`src/rtl/ascii_bit_word_assembler.sv`:
```
// Assembles ASCII '0'/'1' characters into WORD_W-bit words (MSB-first or LSB-first)
// and queues completed or line-terminated words in a first-word-fall-through FIFO.
module ascii_bit_word_assembler #(
  parameter int WORD_W = 8,
  parameter int DEPTH  = 4,
  parameter int LEN_W  = $clog2(WORD_W + 1)
) (
  input  logic                         clk,
  input  logic                         reset,
  input  logic [7:0]                   char_in,
  input  logic                         char_valid,
  output logic                         char_ready,
  input  logic                         reverse,
  output logic [WORD_W-1:0]            word_out,
  output logic [LEN_W-1:0]             word_len,
  output logic                         word_valid,
  input  logic                         word_ready,
  output logic                         bad_char,
  output logic [$clog2(DEPTH+1)-1:0]   fifo_count
);

  localparam int PTR_W = $clog2(DEPTH);
  localparam int CNT_W = $clog2(DEPTH + 1);
  localparam logic [LEN_W-1:0] FULL_LEN = LEN_W'(WORD_W);
  localparam logic [CNT_W-1:0] FULL_CNT = CNT_W'(DEPTH);

  typedef enum logic {IDLE, COLLECT} state_t;

  state_t              state_q, state_d;
  logic [WORD_W-1:0]   shift_q, shift_d;
  logic [LEN_W-1:0]    cnt_q, cnt_d;
  logic                rev_q, rev_d;
  logic                bad_q, bad_d;
  logic                ready_q, ready_d;
  logic [PTR_W-1:0]    wr_ptr_q, wr_ptr_d;
  logic [PTR_W-1:0]    rd_ptr_q, rd_ptr_d;
  logic [CNT_W-1:0]    count_q, count_d;

  logic [WORD_W-1:0]   word_mem [DEPTH];
  logic [LEN_W-1:0]    len_mem  [DEPTH];

  logic                accept, is_bit, is_eol, rev_sel, pop, push;
  logic [LEN_W-1:0]    cnt_inc, bit_pos, push_len;
  logic [WORD_W-1:0]   bit_mask, set_word, push_word;

  assign accept  = char_valid && ready_q;
  assign is_bit  = (char_in[7:1] == 7'h18);
  assign is_eol  = (char_in == 8'h0A) || (char_in == 8'h0D);
  assign cnt_inc = cnt_q + 1'b1;

  // The first bit of a word uses the live reverse input; later bits use the latched copy.
  assign rev_sel  = (state_q == IDLE) ? reverse : rev_q;
  assign bit_pos  = rev_sel ? cnt_q : (FULL_LEN - 1'b1 - cnt_q);
  assign bit_mask = {{(WORD_W-1){1'b0}}, 1'b1} << bit_pos;
  assign set_word = shift_q | (char_in[0] ? bit_mask : '0);

  always_comb begin
    state_d   = state_q;
    shift_d   = shift_q;
    cnt_d     = cnt_q;
    rev_d     = rev_q;
    bad_d     = 1'b0;
    push      = 1'b0;
    push_word = set_word;
    push_len  = cnt_inc;
    if (accept) begin
      if (is_bit) begin
        case (state_q)
          IDLE: begin
            rev_d   = reverse;
            state_d = COLLECT;
          end
          default: state_d = COLLECT;
        endcase
        shift_d = set_word;
        cnt_d   = cnt_inc;
        if (cnt_inc == FULL_LEN) begin
          push      = 1'b1;
          push_word = set_word;
          push_len  = FULL_LEN;
          state_d   = IDLE;
          cnt_d     = '0;
          shift_d   = '0;
        end
      end else if (is_eol) begin
        case (state_q)
          COLLECT: begin
            push      = 1'b1;
            push_word = shift_q;
            push_len  = cnt_q;
            state_d   = IDLE;
            cnt_d     = '0;
            shift_d   = '0;
          end
          default: state_d = IDLE;
        endcase
      end else begin
        bad_d = 1'b1;
      end
    end
  end

  // FIFO bookkeeping; push is never issued while full because char_ready is low then.
  assign pop = (count_q != '0) && word_ready;

  always_comb begin
    wr_ptr_d = push ? wr_ptr_q + 1'b1 : wr_ptr_q;
    rd_ptr_d = pop  ? rd_ptr_q + 1'b1 : rd_ptr_q;
    count_d  = count_q;
    case ({push, pop})
      2'b10:   count_d = count_q + 1'b1;
      2'b01:   count_d = count_q - 1'b1;
      default: count_d = count_q;
    endcase
    ready_d = (count_d != FULL_CNT);
  end

  always_ff @(posedge clk or negedge reset) begin
    if (!reset) begin
      state_q  <= IDLE;
      shift_q  <= '0;
      cnt_q    <= '0;
      rev_q    <= 1'b0;
      bad_q    <= 1'b0;
      ready_q  <= 1'b0;
      wr_ptr_q <= '0;
      rd_ptr_q <= '0;
      count_q  <= '0;
    end else begin
      state_q  <= state_d;
      shift_q  <= shift_d;
      cnt_q    <= cnt_d;
      rev_q    <= rev_d;
      bad_q    <= bad_d;
      ready_q  <= ready_d;
      wr_ptr_q <= wr_ptr_d;
      rd_ptr_q <= rd_ptr_d;
      count_q  <= count_d;
    end
  end

  always_ff @(posedge clk) begin
    if (push) begin
      word_mem[wr_ptr_q] <= push_word;
      len_mem[wr_ptr_q]  <= push_len;
    end
  end

  // Head entry is masked to zero when empty so stale storage never leaks out.
  assign word_valid = (count_q != '0);
  assign word_out   = word_valid ? word_mem[rd_ptr_q] : '0;
  assign word_len   = word_valid ? len_mem[rd_ptr_q]  : '0;
  assign fifo_count = count_q;
  assign char_ready = ready_q;
  assign bad_char   = bad_q;

endmodule

```
`config.mk`:
```
export PLATFORM = sky130hd
export DESIGN_NAME = ascii_bit_word_assembler
export DESIGN_NICKNAME = d
export VERILOG_FILES = /design/src/rtl/ascii_bit_word_assembler.sv
export SDC_FILE = /design/constraint.sdc
export NUM_CORES = 1
export LEC_CHECK = 0
export ABC_AREA = 0
export BUFFER_PORTS_ARGS = -buffer_cell sky130_fd_sc_hd__buf_2
export CORE_ASPECT_RATIO = 0.7
export CORE_MARGIN = 1
export CORE_UTILIZATION = 55
export CTS_BUF_LIST = sky130_fd_sc_hd__clkbuf_2 sky130_fd_sc_hd__clkbuf_4 sky130_fd_sc_hd__clkbuf_8
export DETAILED_ROUTE_END_ITERATION = 10
export PLACE_DENSITY = 0.75
export SETUP_SLACK_MARGIN = 0.3
export SYNTH_ARGS = -nofsm -noshare
export SYNTH_HDL_FRONTEND = slang
export SYNTH_SLANG_ARGS = --single-unit
```
`constraint.sdc`:
```
create_clock -name clk -period 7.6 [get_ports clk]
set_input_delay 0 -clock clk [delete_from_list [all_inputs] [get_ports clk]]
set_output_delay 0 -clock clk [all_outputs]
set_load 0.05 [all_outputs]
```
**Yosys cells after proc, flatten, opt, wreduce, memory -nomap -nowiden**

Memory sizes are Yosys's and may differ from the RTL's.
Index checks and enable logic that the tools add are counted.

- Reduce and logical (&&, ||, !) cells: 9
- Add/subtract/negate cells: 6
- Shifts and indexed selects: 1
- Equality and inequality tests: 7
- Bitwise logic cells: 1
- Mux-type cells: 36

Operators with widths:

| operator | number |
|---|---|
| $mux W8 | 10 |
| $mux W4 | 11 |
| $eq A8 B4 Y1 const B | 2 |
| $mux W1 | 14 |
| $or A8 B8 Y8 | 1 |
| $shl A1 B4 Y8 const A | 1 |
| $eq A7 B5 Y1 const B | 1 |
| $pmux W3 S2 | 1 |
| $add A2 B1 Y2 const B | 2 |
| $add A4 B1 Y4 const B | 1 |
| $eq A4 B4 Y1 const B | 1 |
| $reduce_and A2 Y1 | 2 |
| $reduce_bool A2 Y1 | 2 |
| $sub A3 B4 Y4 const A | 1 |
| $add A3 B1 Y3 const B | 1 |
| $ne A3 B3 Y1 const B | 1 |
| $reduce_and A3 Y1 | 1 |
| $reduce_bool A3 Y1 | 1 |
| $sub A3 B1 Y3 const B | 1 |
| $eq A2 B1 Y1 const B | 1 |
| $eq A2 B2 Y1 const B | 1 |
| $logic_and A1 B1 Y1 | 2 |
| $logic_or A1 B1 Y1 | 1 |

- Bits in writable memories: 48
- Input port bits: 13
- Logic and storage cells: 71
- Register bits: 23
- Memories kept: 2

Memories:

| name | depth | width | rd ports | clocked after Yosys merged registers in | wr ports | RTL line | source |
|---|---|---|---|---|---|---|---|
| word_mem | 4 | 8 | 1 | 0 | 1 | 39 | `logic [WORD_W-1:0] word_mem [DEPTH];` |
| len_mem | 4 | 4 | 1 | 0 | 1 | 40 | `logic [LEN_W-1:0] len_mem [DEPTH];` |

**Longest topological paths before layout**

Gate-level depths: netlist (run 1).

- Word-level depth: 9
- Depth in mapped cells: 13
- Gate-level depth less buffers: 11

**Worst setup path after synthesis (run 1)**

Ideal clock, no wire load.

- Path kind: reg-to-reg
- Start point: register ready_q, in the netlist char_ready
- End point: register ready_q, in the netlist char_ready
- Clock period less this slack: 2.591 ns
- Arrival time: 2.524 ns
- Setup time: 0.066 ns
- Path slack: 5.009 ns
- Path buffers: 2
- Required time: 7.534 ns
- Cell stages (with the launch flop): 13
- Cells stage by stage: dfrtp_1 > and2_1 > clkbuf_1 > nand3_1 > o22ai_4 > buf_8 > inv_1 > ha_1 > inv_1 > fa_1 > mux2i_1 > nor2_1 > nand2_1

- Longest elaborated chain between the ends: 5
- Elaborated cells on any way between the ends: 6
- Those cells by class: 3 x eq/ne; 2 x mux; 1 x reduce/logical

RTL lines:

| element | RTL line | source |
|---|---|---|
| start, declared | 34 | `logic ready_q, ready_d;` |
| start signal, assigned | 135 | `ready_q <= ready_d;` |
| $logic_and A1 B1 Y1 (*) | 46 | `assign accept = char_valid && ready_q;` |
| $mux W1 (*) | 66 | `if (accept) begin` |
| $eq A2 B1 Y1 / $eq A2 B2 Y1 (equally long branches) | 110 | `case ({push, pop})` |
| $pmux W3 S2 (*) | 110 |  |
| net count_d[1] | 37 | `logic [CNT_W-1:0] count_q, count_d;` |
| $ne A3 B3 Y1 (*) | 115 | `ready_d = (count_d != FULL_CNT);` |
| net ready_d | 34 |  |

The timed path passes the listed nets; every way through them passes the cells marked *.
A chain may end at the register's enable or synchronous reset.

**Worst setup path after layout (run 1)**

- Start point: register cnt_q[0]
- End point: register ready_q, in the netlist char_ready

- Longest elaborated chain between the ends: 8
- Elaborated cells on any way between the ends: 9
- Those cells by class: 1 x add/sub; 4 x eq/ne; 4 x mux

RTL lines:

| element | RTL line | source |
|---|---|---|
| start, declared | 31 | `logic [LEN_W-1:0] cnt_q, cnt_d;` |
| start signal, assigned | 132 | `cnt_q <= cnt_d;` |
| $add A4 B1 Y4 (*) | 49 | `assign cnt_inc = cnt_q + 1'b1;` |
| $eq A4 B4 Y1 (*) | 77 | `if (cnt_inc == FULL_LEN) begin` |
| $mux W1 (*) | 77 |  |
| $mux W1 (*) | 67 | `if (is_bit) begin` |
| $mux W1 (*) | 66 |  |
| $eq A2 B1 Y1 / $eq A2 B2 Y1 (equally long branches) | 110 |  |
| $pmux W3 S2 (*) | 110 |  |
| net count_d[1] | 37 |  |
| $ne A3 B3 Y1 (*) | 115 |  |
| net ready_d | 34 |  |

Marks and branches as above.

==> metrics.txt, run 1 <==
outcome finished, final reports clean; top layer reached by signal wires met4; layout cells sized above 1 about 33%; Post-Synth Adder-Cell Area 2.78%; initial antenna violation count 0; EDFF count, synth 48; DR pass1 iterations 4; drt drc 0; Synth Area in Simple Gates around a tenth; Core Box Area around 5900 um^2; Clock Latency Late Sink between 300 and 400 ps; I/O Buffers 30; Power Density 339 nW/um^2; synthesized cell area around 3400 um^2; Overflow after GRT 0; Die Area 6550 um^2; Overall Global Routing Usage 22.0%; Slew HR a little over two fifths; num rows 23; Startpoint Class flop; CTS buffer count 9; number of routed nets with antenna violations 0; Seq/Total Area, Yosys approximately three fifths; Area growth syn-to-layout 13.9%; setup TNS 0 ps; largest family of logic cells by synthesized area multiplexers; R2R cell count 10; async set or reset register ratio after synthesis between 30% and 40%; Avg WL per Cell about 18 um; vias in the first global route ~1900; Setup Viol. Count Final 0; synthesis-stage register bit count 71; Main synth FF type edfxtp_1; Peak VDD IR around 0.24 mV; GP Congestion between 0.8 and 0.9; fin crit share 34.9%; Crit Path Max Fanout 17; Post-CTS Setup Bufs 0; hpwl dp 4340 um; first-pass GRT wire length 9920 um; Iteration-0 DRC Markers 84; CP startpoint cnt_q[0]; Hold Crit Class input pin to async pin; Vias/cell 5.55; Initial Utilization between 50% and 60%; Crit Path Class flop to flop; largest net degree at the start of global routing 24; Data arrival, critical path ~3000 ps; clock slew at reported path FFs about 70 ps; Worst Tran Pin Value approximately 850 ps; Root Buffer clkbuf_8; Crit. End Element flop; total power around 1.3 mW; final-report hold violation count 0; max cap viols 0; die height 68.0 um; Layout Nets 290; routed length on met2 between 2000 and 3000 um; final instance area a little under 4000 um^2; post-synthesis xor/xnor area fraction 2.99%; fmax ~380 MHz; via count 1942; Tmin final about 2700 ps; TritonCTS clock tree done; CTS resizes 0; mean area per synthesized cell around 15 um^2; RSZ-0062 raised after global routing no; clk_skew roughly 7.2 ps; IO Pins 31; syn nets around 250; mux share of post-synthesis cell area ~11%; Post-DP Area 3620 um^2; Compound-Gate Fraction of Synth Area between 10% and 20%; Synth Warn # 0; R2R Setup Slk approximately 4900 ps; r2r startpoint cnt_q[0]; Max clock buf depth 2; Netlist cell types 48; Worst Setup EP char_ready; clk sinks a little over 70; FF-to-FF End char_ready; Routed met1 length between 3000 and 4000 um; post-synthesis cell count around 230; critical path required time about 8000 ps; Leak ~1.5 nW; final wirelength between 6000 and 7000 um; diodes inserted 0; CTS H-Tree Depth 3; Horiz. Die Dim just under 100 um; Slew Viols, Final 0; met3 routed WL approximately 280 um
[kinds of logic after synthesis]
logic type               Yosys count
AND/OR/NAND/NOR                   60
flip-flops                        71
XOR/XNOR                          10
multiplexers                      21
buffers and inverters             26
adder cells (fa/ha/maj)            7
AO/OA/AOI/OAI                     38
[cells in the final DEF, fill, tap and decap left out, types with 2 or more instances in the layout]
master / n
a31o_2: 8
inv_1: 18
dlygate4sd3_1: 4
o21ai_0: 6
dfrtp_1: 23
a21boi_0: 2
mux2i_1: 6
ha_1: 6
nor2_1: 13
mux4_2: 12
and3b_1: 2
bufinv_16: 3
xnor2_2: 2
nor3_1: 2
xnor2_1: 5
buf_2: 30
nor2_2: 2
o211ai_1: 2
edfxtp_1: 48
nand2_1: 4
nand2b_1: 3
xor2_1: 3
o211ai_2: 3
a211oi_2: 8
nor3b_1: 2
and2_1: 20
nand3_1: 5
clkbuf_8: 9
[metrics by stage]
step                      setup WS (ps)  utilization [%]  std cells  hold slack [ps]
after global placement             5030             61.6        330             15.9
after floorplan                    5010                -        233             -296
final                              4950             66.5        350              179
after detailed placement           4940             61.6        330             25.8
after CTS                          4940             66.5        350              168
after global routing               4650             66.5        350              222
[Yosys cell counts, drive strengths merged, types with 3 or more instances]
cell,number,share of area [%]
dfrtp,23,17
mux4,12,7.9
inv,18,2.0
xor2,3,0.77
edfxtp,48,42
nor3b,3,0.80
o211ai,5,1.5
a211oi,8,2.9
mux2i,7,2.4
ha,6,2.2
a31o,8,2.0
xnor2,7,2.2
o21ai,6,0.88
nand2b,3,0.55
and2,20,3.7
nand2,5,0.62
buf,6,1.3
nor2,15,1.8
nand3,5,0.73
[state kept, by name (all words and copies together) (netlist names), 2 cells and up]
signal / flops
wr_ptr_q: 2
cnt_q: 4
word_mem: 32
shift_q: 8
rd_ptr_q: 2
len_mem: 16
fifo_count: 3
[final cells by class]
class / count / area [um^2]
flip-flops and latches: 71 / 2020
fillers: 431 / 1970
multi-input cells: 136 / 1290
repair buffers: 34 / 190
clock buffers: 9 / 124
clock inverters: 7 / 120
well taps: 75 / 93.8
inverters: 18 / 67.6
[worst min-delay path by stage]
| stage | startpoint | endpoint | slack [ps] | cells after the start |
|---|---|---|---|---|
| after CTS | reset | fifo_count[0] | 170 | 2 |
| after detailed placement | reset | fifo_count[0] | 30 | 1 |
| final | reset | rd_ptr_q[0] | 180 | 2 |
| after global routing | reset | rd_ptr_q[1] | 220 | 2 |
| after floorplan | reset | bad_char | -300 | 0 |
| after global placement | reset | fifo_count[0] | 20 | 1 |
[report_power, final]
group	internal [mW]	switching [mW]	total (mW)	leakage (nW)
Combinational	0.162	0.305	0.466	0.655
Sequential	0.439	0.0547	0.494	0.721
Clock	0.219	0.145	0.364	0.120
Total	0.819	0.504	1.32	1.50
[layer usage]
metal | vias up | track usage, %
li1 | 938 | -
met1 | 963 | 29.8
met2 | 33 | 33.4
met3 | 8 | 7.33
met4 | 0 | 8.27
met5 | - | 0
[worst max-delay path, cell delays in order, from the launching register on]
cell and delay, ps:
dfrtp_1 520, ha_1 280, o211ai_2 190, o22ai_4 510, inv_1 100, ha_1 230
inv_1 70, fa_1 400, mux2i_1 170, nor2_1 70, nand2_1 60
[timing repair]
action | CTS | global route
hold buffers | 4 | 0
endpoints found under the setup margin | 0 | 0
endpoints found under the hold margin | 26 | 0
Note: power is estimated with default switching activity, not from simulation.
==> inputs of run 2 (changes only) <==
--- a/config.mk
+++ b/config.mk
@@ -12,7 +12,7 @@
 export CORE_UTILIZATION = 55
 export CTS_BUF_LIST = sky130_fd_sc_hd__clkbuf_2 sky130_fd_sc_hd__clkbuf_4 sky130_fd_sc_hd__clkbuf_8
 export DETAILED_ROUTE_END_ITERATION = 10
-export PLACE_DENSITY = 0.75
+export PLACE_DENSITY = 0.78
 export SETUP_SLACK_MARGIN = 0.3
 export SYNTH_ARGS = -nofsm -noshare
 export SYNTH_HDL_FRONTEND = slang
==> constraint.sdc (replaced) <==
create_clock -name clk -period 2.2 [get_ports clk]
set_input_delay 0 -clock clk [delete_from_list [all_inputs] [get_ports clk]]
set_output_delay 0 -clock clk [all_outputs]
set_load 0.05 [all_outputs]
==> run 2 against run 1 <==
Effect of this change:
- register-to-register slack worse by 4900 ps
- clock-buffer cell count unchanged
- clock skew up 2.5 ps
- sequential power rose to 3.3 times the previous value
- routed wire length up 14%
- worst setup slack worse by 4900 ps
- clock power rose to 2.7 times the previous value
- largest cell class unchanged
- largest power group is now combinational cells
==> metrics.txt, run 2 (synthesis results as in run 1) <==
outcome finished, final reports clean; R2R Setup Slk 60 ps; critical path's slowest cell dfrtp_1; vias in the first global route 2181; Slew HR 63.3%; Leak ~1.6 nW; num rows 23; Data arrival, critical path 2370 ps; RSZ-0062 raised after global routing yes; worst hold endpoint rd_ptr_q[0]; IO Pins 31; Core Box Area 5870 um^2; Crit. End Element flop; clock slew at reported path FFs around 80 ps; max reg flops 32; clock group share of total power a little over a fifth; clk sinks about 70; layout cells sized above 1 between 40% and 50%; fmax ~470 MHz; number of routed nets with antenna violations 0; Avg WL per Cell a little under 20 um; Flop pwr share a little over a third; drt drc 0; biggest regs word_mem: 32 flops, len_mem: 16 flops, shift_q: 8 flops; P_int between 2 and 3 mW; Layout Nets just over 300; DR pass1 iterations 5; TritonCTS clock tree done; Biggest register word_mem; max cap viols 0; CTS H-Tree Depth 3; Hold Startpoint word_ready; Power Density around 1100 nW/um^2; clk_skew slightly below 10 ps; Place WS -6.46 ps; CTS buffer count 9; R2R cell count 11; setup ws final ~59 ps; final-report hold violation count 0; largest net degree at the start of global routing 24; Worst Hold Path Cells 3; most common cell after layout, fill and taps aside edfxtp_1; Hold Crit Class input pin to flop; Peak VDD IR between 0.8 and 0.9 mV; first-pass GRT wire length about 11000 um; post-layout util between 60% and 70%; Die Area between 6000 and 7000 um^2; critical path required time roughly 2400 ps; final wirelength 7190 um; Area growth syn-to-layout 18.0%; fin crit share 97.3%; FF-to-FF End char_ready; via count approximately 2100; Logic pwr share between 40 and 50%; Initial Utilization roughly three fifths; Overflow after GRT 0; most used cell, CP xor2_1; Crit Path Max Fanout 5; Iteration-0 DRC Markers ~140; CP Buf/Inv Count 2; Clock Latency Late Sink roughly 350 ps; Startpoint Class flop; dominant delay contributor by cell family on the critical path adder cells; I/O Buffers 30; Vias/cell approximately 5.8; Worst Tran Pin Value around 550 ps; initial antenna violation count 0; Root Buffer clkbuf_8; switch share between 30% and 40%; Setup Viol. Count Final 0; Fill cells between 400 and 500; Critical Path, Cell by Cell ha_1 > o211ai_2 > o22ai_4 > inv_4 > ha_4 > inv_2 > fa_2 > xor2_1 > nor2_1 > xor2_1 > nand2_1; NetSw ~1.8 mW; GP Congestion slightly below 0.9; r2r startpoint cnt_q[0]; diodes inserted 0; Tmin final 2140 ps; hpwl dp roughly 4800 um; Crit Path Class flop to flop; Slew Viols, Final 0; CP peak stage delay between 400 and 500 ps; Overall Global Routing Usage between 20% and 30%; Horiz. Die Dim just under 100 um; Max clock buf depth 2; most frequent cells in the layout edfxtp_1, buf_2, dfrtp_1, inv_1; die height 68.0 um
## run 2: changes by cell type in the layout (fill, tap and decap cells not counted), sizes merged, moves of 2 or more
| cell | previous run | this run |
|---|---|---|
| and2 | 20 | 22 |
| clkinv | 2 | 4 |
| buf | 30 | 47 |
| bufinv | 3 | 1 |
## run 2: tightest hold or removal path, cell delays in order
cell and delay (ps):
buf_2 80, and2_2 200, xor2_1 80
## run 2: worst max-delay path by stage
stage / start / endpoint / depth (start not counted)
after global placement: cnt_q[0] / char_ready / 11
after global routing: cnt_q[0] / char_ready / 11
after detailed placement: cnt_q[0] / char_ready / 11
final: cnt_q[0] / char_ready / 11
after CTS: cnt_q[0] / char_ready / 11
after floorplan: cnt_q[0] / char_ready / 13
## run 2: per-layer routing
metal  share of wire (%)  wire length [um]  vias up  track usage (%)
li1                    -                 -      975                -
met1                  47              3350     1071             32.2
met2                  48              3440       68             39.6
met3                 4.4               316       10             8.44
met4                 1.2                85        0             8.09
met5                   0                 0        -                0
## run 2: layout make-up
cell class              instances  area, um^2  area share, %
clock buffers                   9         124           3.06
clock inverters                 7        63.8           1.58
inverters                      18        70.1           1.73
multi-input cells             138        1340           33.1
flip-flops and latches         71        2020           50.0
well taps                      75        93.8           2.32
repair buffers                 50         333           8.23
## run 2: metrics by stage
step / instances / cell area [um^2] / power [mW] / hold WS [ps] / setup TNS, ps
floorplan: 233 / 3470 / 3.06 / -296 / -392
global placement: 342 / 3750 / 3.45 / 7.80 / 0
detailed placement: 342 / 3750 / 3.49 / 16.3 / -6.46
CTS: 366 / 4030 / 4.57 / 22.5 / 0
global route: 368 / 4040 / 4.79 / 49.8 / -113
finish: 368 / 4040 / 4.56 / 41.4 / 0
## run 2: repair_timing
| action | CTS | global route |
|---|---|---|
| cloned | 1 | 1 |
| hold buffers | 3 | 0 |
| gates resized for setup | 9 | 1 |
| setup buffers | 4 | 1 |
| pin swaps | 8 | 1 |
| endpoints found under the hold margin | 25 | 0 |
| endpoints found under the setup margin | 60 | 63 |
## run 2: power groups by stage
stage	logic (mW)	clock network [mW]	registers (mW)
after CTS	1.92	1.01	1.64
final	1.93	0.991	1.64
after global routing	2.08	1.06	1.65
after detailed placement	1.80	0	1.69
after global placement	1.77	0	1.68
after floorplan	1.33	0	1.73
==> inputs of run 3 (changes only) <==
--- a/config.mk
+++ b/config.mk
@@ -7,7 +7,6 @@
 export LEC_CHECK = 0
 export ABC_AREA = 0
 export BUFFER_PORTS_ARGS = -buffer_cell sky130_fd_sc_hd__buf_2
-export CORE_ASPECT_RATIO = 0.7
 export CORE_MARGIN = 1
 export CORE_UTILIZATION = 55
 export CTS_BUF_LIST = sky130_fd_sc_hd__clkbuf_2 sky130_fd_sc_hd__clkbuf_4 sky130_fd_sc_hd__clkbuf_8
==> run 3 against run 2 <==
Effect of this change:
- sequential share of layout area up 0.30 points
- first-iteration DRC count down 34%
- clock power about the same
- final cell count down 0.54%
- largest power group unchanged
- highest routed layer unchanged
==> metrics.txt, run 3 (synthesis results as in run 1) <==
outcome finished, final reports clean; critical path required time between 2000 and 2500 ps; critical path's slowest cell dfrtp_1; Slew Viols, Final 0; GP Congestion ~0.86; I/O Buffers 30; CP peak stage delay 420 ps; via count ~2100; Placed Cells 342; dominant delay contributor by cell family on the critical path adder cells; RSZ-0062 raised after global routing yes; most common cell after layout, fill and taps aside edfxtp_1; clock slew at reported path FFs 70 ps; final wirelength about 6300 um; Iteration-0 DRC Markers 91; Tmin final ~2200 ps; fin cells 366; Slew HR 62.8%; Critical Path, Cell by Cell and3b_1 > o211ai_2 > o22ai_4 > inv_4 > ha_4 > inv_2 > fa_2 > xor2_1 > nor2_1 > xor2_1 > buf_4; Horiz. Die Dim 80.9 um; Crit. End Element flop; hpwl dp between 4000 and 5000 um; Setup Viol. Count Final 0; Clock Latency Late Sink 340 ps; DR pass1 iterations 4; Power Density 1110 nW/um^2; Avg WL per Cell between 15 and 20 um; vias in the first global route 2079; Worst Tran Pin Value 557 ps; max cap viols 0; Hold Crit Class input pin to async pin; layout cells sized above 1 39.9%; Hold WS 179 ps; initial antenna violation count 0; Peak VDD IR about 0.8 mV; number of routed nets with antenna violations 0; Crit Path Class flop to flop; Root Buffer clkbuf_8; Initial Utilization between 50% and 60%; fmax 464 MHz; CP Buf/Inv Count 3; Startpoint Class flop; first-pass GRT wire length approximately 10000 um; die height 80.9 um; num rows 28; Crit Path Max Fanout 5; Data arrival, critical path between 2000 and 2500 ps; clk sinks 71; biggest regs word_mem: 32 flops, len_mem: 16 flops, shift_q: 8 flops; most used cell, CP xor2_1; CTS buffer count 9; max reg flops 32; Core Box Area about 6000 um^2; final-report hold violation count 0; clk_skew 6.68 ps; IO Pins 31; Layout Nets slightly above 300; Overall Global Routing Usage between 20% and 30%; diodes inserted 0; largest net degree at the start of global routing 24; Fill cells 450; most frequent cells in the layout edfxtp_1, buf_2, dfrtp_1, inv_1, and2_1; Leak roughly 1.6 nW; fin crit share 98.0%; Area growth syn-to-layout 17.3%; Vias/cell around 5.6; TritonCTS clock tree done; Die Area 6550 um^2; Biggest register word_mem; Max clock buf depth 2; drt drc 0; CTS H-Tree Depth 3; Overflow after GRT 0
run 3: per-stage QoR:
stage	setup WS (ps)	area, um^2	TNS, ps	util [%]	power (mW)
2_1_floorplan	-219	3470	-392	-	3.06
3_3_place_gp	67.9	3740	0	62.7	3.41
4_1_cts	71.4	4000	0	67.1	4.48
6_report	43.4	4020	0	67.5	4.48
3_5_place_dp	24.3	3740	0	62.7	3.45
5_1_grt	-68.7	4020	-135	67.5	4.70
run 3: what timing repair did:
item | CTS | global route
setup buffers | 1 | 2
hold buffers | 4 | 0
hold endpoints to repair | 26 | 0
pin swaps | 8 | 0
gates cloned | 1 | 0
gates resized for setup | 7 | 3
setup endpoints to repair | 51 | 103
run 3: final timing paths:
check	start	end	slack (ps)	cells past startpoint
max reg2reg	cnt_q[1]	fifo_count[2]	40	11
max	cnt_q[1]	fifo_count[2]	40	11
min	reset	rd_ptr_q[1]	180	2
max in group asynchronous	reset	char_ready	1620	2
min in group clk	char_in[7]	rev_q	210	5
min reg2reg	shift_q[7]	shift_q[7]	550	2
run 3: power breakdown:
part           internal [mW]  total, mW  switching (mW)
logic                  0.667       1.84            1.18
clock network          0.548       1.01           0.466
registers               1.52       1.62          0.0956
run 3: final cells by class:
| class | count | area (um^2) | share of cell area (%) |
|---|---|---|---|
| sequential | 71 | 2020 | 50.3 |
| clock inverter | 6 | 60.1 | 1.49 |
| inverter | 18 | 70.1 | 1.74 |
| timing repair buffer | 49 | 307 | 7.63 |
| tap | 75 | 93.8 | 2.34 |
| multi-input combinational | 137 | 1330 | 33.1 |
| clock buffer | 10 | 138 | 3.43 |
run 3: per-layer routing:
layer  vias up  track usage (%)  wire (um)
met3        14             5.39        278
met2        48             34.8       3140
met4         0             12.1        147
met5         -                0          0
li1        979                -          -
met1      1019             27.1       2690
